$ cat src/rtl/flag_pkg.sv
// Flag bit layout for the status-flag register.
// The control unit's condition decoder uses the same layout.
package flag_pkg;

    localparam int NUM_FLAGS = 5;
    localparam int FLG_C     = 0;
    localparam int FLG_N     = 1;
    localparam int FLG_Z     = 2;
    localparam int FLG_P     = 3;
    localparam int FLG_V     = 4;

    typedef logic [NUM_FLAGS-1:0] flags_t;

endpackage

$ cat src/rtl/flag_lifo.sv
// Register-array LIFO for flag snapshots; dout always shows the top entry.
// Overflow and underflow are silently ignored here; the parent flags them.
module flag_lifo #(
    parameter  int WIDTH = 5,
    parameter  int DEPTH = 4,
    localparam int CW    = $clog2(DEPTH + 1)
) (
    input  logic             clk,
    input  logic             rst,
    input  logic             push,
    input  logic             pop,
    input  logic [WIDTH-1:0] din,
    output logic [WIDTH-1:0] dout,
    output logic             full,
    output logic             empty,
    output logic [CW-1:0]    count
);

    logic [WIDTH-1:0] r_mem [DEPTH];
    logic [CW-1:0]    r_count;
    logic             w_full;
    logic             w_empty;
    logic             w_do_push;
    logic             w_do_pop;

    assign w_full    = (r_count == CW'(DEPTH));
    assign w_empty   = (r_count == '0);
    assign w_do_push = push && !w_full;
    assign w_do_pop  = pop && !push && !w_empty;

    always_ff @(posedge clk) begin
        if (rst) begin
            r_count <= '0;
        end else if (w_do_push) begin
            r_count <= r_count + CW'(1);
        end else if (w_do_pop) begin
            r_count <= r_count - CW'(1);
        end
    end

    // Storage needs no reset: only entries below count are ever read.
    always_ff @(posedge clk) begin
        for (int i = 0; i < DEPTH; i++) begin
            if (w_do_push && (r_count == CW'(i))) begin
                r_mem[i] <= din;
            end
        end
    end

    always_comb begin
        dout = '0;
        for (int i = 0; i < DEPTH; i++) begin
            if (r_count == CW'(i + 1)) begin
                dout = r_mem[i];
            end
        end
    end

    assign full  = w_full;
    assign empty = w_empty;
    assign count = r_count;

endmodule

$ cat src/rtl/flag_unit_stack.sv
// ALU status-flag register with masked update, direct load and a snapshot
// LIFO for CALL/RET and interrupt entry/exit.
module flag_unit_stack
    import flag_pkg::*;
#(
    parameter int MAX_WIDTH = 8,
    parameter int PAR_WIDTH = 4,
    parameter int DEPTH     = 4
) (
    input  logic                 clk,
    input  logic                 rst,
    input  logic                 enaf,
    input  logic [NUM_FLAGS-1:0] upd_mask,
    input  logic [MAX_WIDTH-1:0] dataa,
    input  logic                 carry,
    input  logic                 ovf,
    input  logic                 load,
    input  logic [NUM_FLAGS-1:0] flags_in,
    input  logic                 push,
    input  logic                 pop,
    input  logic                 err_clr,
    output logic                 C,
    output logic                 N,
    output logic                 Z,
    output logic                 P,
    output logic                 V,
    output logic [NUM_FLAGS-1:0] flags,
    output logic                 stk_full,
    output logic                 stk_empty,
    output logic                 stk_err
);

    localparam int CW = $clog2(DEPTH + 1);

    flags_t        r_flags;
    logic          r_err;
    flags_t        w_alu_flags;
    flags_t        w_masked;
    flags_t        w_top;
    logic          w_full;
    logic          w_empty;
    logic [CW-1:0] w_count;
    logic          w_push_ok;
    logic          w_pop_ok;
    logic          w_err_set;

    always_comb begin
        w_alu_flags        = '0;
        w_alu_flags[FLG_C] = carry;
        w_alu_flags[FLG_N] = dataa[MAX_WIDTH-1];
        w_alu_flags[FLG_Z] = (dataa == '0);
        w_alu_flags[FLG_P] = ~^dataa[PAR_WIDTH-1:0];
        w_alu_flags[FLG_V] = ovf;
    end

    assign w_masked  = (upd_mask & w_alu_flags) | (~upd_mask & r_flags);

    // A simultaneous push and pop is rejected outright rather than serialised.
    assign w_push_ok = push && !pop && !w_full;
    assign w_pop_ok  = pop && !push && !w_empty;
    assign w_err_set = (push && pop) || (push && w_full) || (pop && w_empty);

    flag_lifo #(
        .WIDTH (NUM_FLAGS),
        .DEPTH (DEPTH)
    ) u_lifo (
        .clk   (clk),
        .rst   (rst),
        .push  (w_push_ok),
        .pop   (w_pop_ok),
        .din   (r_flags),
        .dout  (w_top),
        .full  (w_full),
        .empty (w_empty),
        .count (w_count)
    );

    always_ff @(posedge clk) begin
        if (rst) begin
            r_flags <= '0;
            r_err   <= 1'b0;
        end else begin
            if (w_pop_ok) begin
                r_flags <= w_top;
            end else if (load) begin
                r_flags <= flags_in;
            end else if (enaf) begin
                r_flags <= w_masked;
            end

            if (w_err_set) begin
                r_err <= 1'b1;
            end else if (err_clr) begin
                r_err <= 1'b0;
            end
        end
    end

    assign C         = r_flags[FLG_C];
    assign N         = r_flags[FLG_N];
    assign Z         = r_flags[FLG_Z];
    assign P         = r_flags[FLG_P];
    assign V         = r_flags[FLG_V];
    assign flags     = r_flags;
    assign stk_full  = (w_count == CW'(DEPTH));
    assign stk_empty = (w_count == '0);
    assign stk_err   = r_err;

endmodule

$ cat config.mk
export PLATFORM = sky130hd
export DESIGN_NAME = flag_unit_stack
export DESIGN_NICKNAME = d
export VERILOG_FILES = /design/src/rtl/flag_pkg.sv /design/src/rtl/flag_lifo.sv /design/src/rtl/flag_unit_stack.sv
export SDC_FILE = /design/constraint.sdc
export NUM_CORES = 1
export LEC_CHECK = 0
export CORE_AREA = 4 4 62 64
export CTS_CLUSTER_SIZE = 14
export DETAILED_ROUTE_END_ITERATION = 6
export DIE_AREA = 0 0 66 68
export GPL_TIMING_DRIVEN = 0
export PLACE_DENSITY = 0.77
export SETUP_SLACK_MARGIN = 0.05
export SLEW_MARGIN = 20
export SYNTH_ARGS = -nofsm -noshare
export SYNTH_HDL_FRONTEND = slang
export SYNTH_SLANG_ARGS = --single-unit
$ cat constraint.sdc
create_clock -name clk -period 2.6 [get_ports clk]
set_input_delay 0.26 -clock clk [delete_from_list [all_inputs] [get_ports clk]]
set_output_delay 0.26 -clock clk [all_outputs]
set_load 0.02 [all_outputs]
==> run metrics <==
status finished, final reports clean; # setup viols final 0; Syn-to-layout area delta 31.4%; Total Wirelength 3360 µm; Via density 5.27; Hold Path Class in2reg; delay of the slowest cell on the worst path 0.66 ns; CP arrival 2.27 ns; Final Cell Area 0.00204 mm²; port buffer count 37; width of the chip 66 µm; H-tree lvl count 2; Setup CP Type reg2reg; Sum Neg Setup Slack 0 ns; FF-to-FF Start u_lifo.count[0]$_SDFFE_PP0P_; Pwr Density 544 mW/mm²; vias in the first global route 1215; Peak VDD IR 0.296 mV; GPL Wtd Cong 0.753; register bit count reported by yosys 29; crit-path max FO 10; fmax 432 MHz; dpl cell area 0.00198 mm²; Hold Fails Final Rpt 0; pins over their slew limit 0; All-Layer GR Usage 15.6%; dpl hpwl 2610 µm; pre-CTS setup slack 0.293 ns; cell depth of the worst flop-to-flop path 5; max_slew headroom 53.2%; GR Overflow Total 0; CTS Root Cell clkbuf_4; Synth cell types 38; layout cell share with drive strength beyond 1 14.4%; first-pass GRT wire length 5320 µm; die height 68 µm; Tmin final 2.32 ns; Async SR Flop Fraction 0%; Final #Nets 221; Seq/Total Area, Yosys 50.2%; Slowest-stage cell, CP nor3b_1; Post-Syn Area per Cell 11.0 µm²; Main synth FF type edfxtp_1; crit path cell chain inv_1 -> ha_1 -> nand2_1 -> nand3b_2 -> nor3b_1; cts repair resizes 0; Clock Tree Buf Depth 2; Syn Nets 177; EDFF count, synth 20; die area 0.00449 mm²; initial antenna violation count 0; clk_lat worst skew 0.31 ns; hold-critical path depth 2; total clock sinks 29; CTS buffer count 5; Syn Std Cell Area 0.00156 mm²; First-pass DRT Iterations 5; Slew @ Worst Pin 0.701 ns; synthesized instance count 142; via count 1227; Final period util 89.1%; row count 21; clock skew 0.00234 ns; Crit. End Element flop; Critical Path RT 2.55 ns; Startpoint Class flop; RSZ-0062 raised after global routing no; Starting Density 47.4%; CTS Hold Bufs 0; Worst Hold Path EP stk_err$_SDFFE_PP0P_; Routed WL per cell 14.4 µm; CTS tree built; DRC errors left 0; Final WS setup 0.283 ns; final antenna-violating net count 0; Worst R2R End u_lifo.r_mem[2][4]$_DFFE_PP_; Top-Level Pins 40; R2R setup slack 0.28 ns; core area 0.00328 mm²; post-CTS setup buffers 0; Worst-path clk slew 0.09 ns; initial drt markers 65; Inserted Diodes 0; leakage 0.769 nW; hold path start rst; max_cap viols 0; pin count of the biggest net entering global routing 11; Warnings, synthesis 0
[through the flow]
stage	std cells	utilization, %	hold WS, ns	power [mW]
3_3_place_gp	225	60.4	0.492	0.840
5_1_grt	233	62.2	0.423	1.17
3_5_place_dp	225	60.4	0.496	0.848
2_1_floorplan	142	-	0.432	0.726
4_1_cts	233	62.2	0.375	1.12
6_report	233	62.2	0.380	1.11
[cells in the mapped netlist, types with 2 or more instances]
library cell / count / area [µm²]
buf_6: 2 / 22.5
a21oi_1: 7 / 35.0
mux2_1: 2 / 22.5
edfxtp_1: 20 / 601
dfxtp_1: 9 / 180
o21ai_0: 6 / 30.0
nor3b_1: 2 / 15.0
o211ai_1: 2 / 15.0
ha_1: 8 / 100
clkbuf_1: 2 / 7.51
buf_4: 5 / 37.5
a2111oi_2: 3 / 45.0
nor2_1: 9 / 33.8
nor2_2: 2 / 12.5
nand2_1: 15 / 56.3
a32o_1: 3 / 30.0
a221oi_1: 5 / 43.8
nor3_1: 3 / 15.0
inv_1: 16 / 60.1
mux2_2: 3 / 33.8
[cells by family after synthesis]
family,after synthesis,synth area share (%)
mux,5,3.62
buf+inv,27,8.85
simple gates,40,14.2
compound gates,32,16.2
fa+ha+maj,8,6.44
xor+xnor,1,0.563
flops,29,50.2
[cells in the final DEF, fill, tap and decap left out, types with 3 or more instances in the layout]
cell type        netlist  layout
a32o_1                 3       3
buf_4                  5       5
o21ai_0                6       6
a2111oi_2              3       3
a221oi_1               5       5
dfxtp_1                9       9
a21oi_1                7       7
clkdlybuf4s50_1        0      37
nor3_1                 3       3
clkbuf_4               0       5
nand2_1               15      15
mux2_2                 3       3
nor2_1                 9       9
inv_1                 16      16
edfxtp_1              20      20
ha_1                   8       8
[layout make-up]
cell class / count / area, µm²
Sequential cell: 29 / 781
Buffer: 10 / 71.3
Fill cell: 271 / 1240
Tap cell: 46 / 57.6
Clock inverter: 2 / 8.76
Inverter: 17 / 66.3
Clock buffer: 6 / 51.3
Multi-Input combinational cell: 86 / 637
Timing Repair Buffer: 37 / 370
[where the power goes]
group | total [mW] | internal, mW | switching, mW
Combinational | 0.287 | 0.144 | 0.143
Sequential | 0.550 | 0.526 | 0.0244
Clock | 0.275 | 0.127 | 0.148
[routing by layer]
layer	global-route usage, %	vias up	routed length (µm)
met2	27.4	24	1780
met3	3.94	4	121
li1	-	604	-
met1	18.3	595	1430
met4	5.84	0	27
met5	0	-	0
[worst max-delay path, delay by kind of cell, from the launching register on]
family | cells | cell delay, ns
flops | 1 | 0.42
buf+inv | 1 | 0.11
fa+ha+maj | 1 | 0.28
simple gates | 3 | 1.15
[worst max path at each step]
stage	startpoint	end	slack [ns]	cells after the start
floorplan	u_lifo.count[0]$_SDFFE_PP0P_	u_lifo.r_mem[1][0]$_DFFE_PP_	0.64	5
global placement	u_lifo.count[0]$_SDFFE_PP0P_	u_lifo.r_mem[1][0]$_DFFE_PP_	0.27	5
detailed placement	u_lifo.count[0]$_SDFFE_PP0P_	u_lifo.r_mem[1][0]$_DFFE_PP_	0.29	5
CTS	u_lifo.count[0]$_SDFFE_PP0P_	u_lifo.r_mem[1][4]$_DFFE_PP_	0.28	5
global route	u_lifo.count[0]$_SDFFE_PP0P_	u_lifo.r_mem[2][2]$_DFFE_PP_	0.12	5
finish	u_lifo.count[0]$_SDFFE_PP0P_	u_lifo.r_mem[2][4]$_DFFE_PP_	0.28	5
Note: power is estimated with default switching activity, not from simulation.
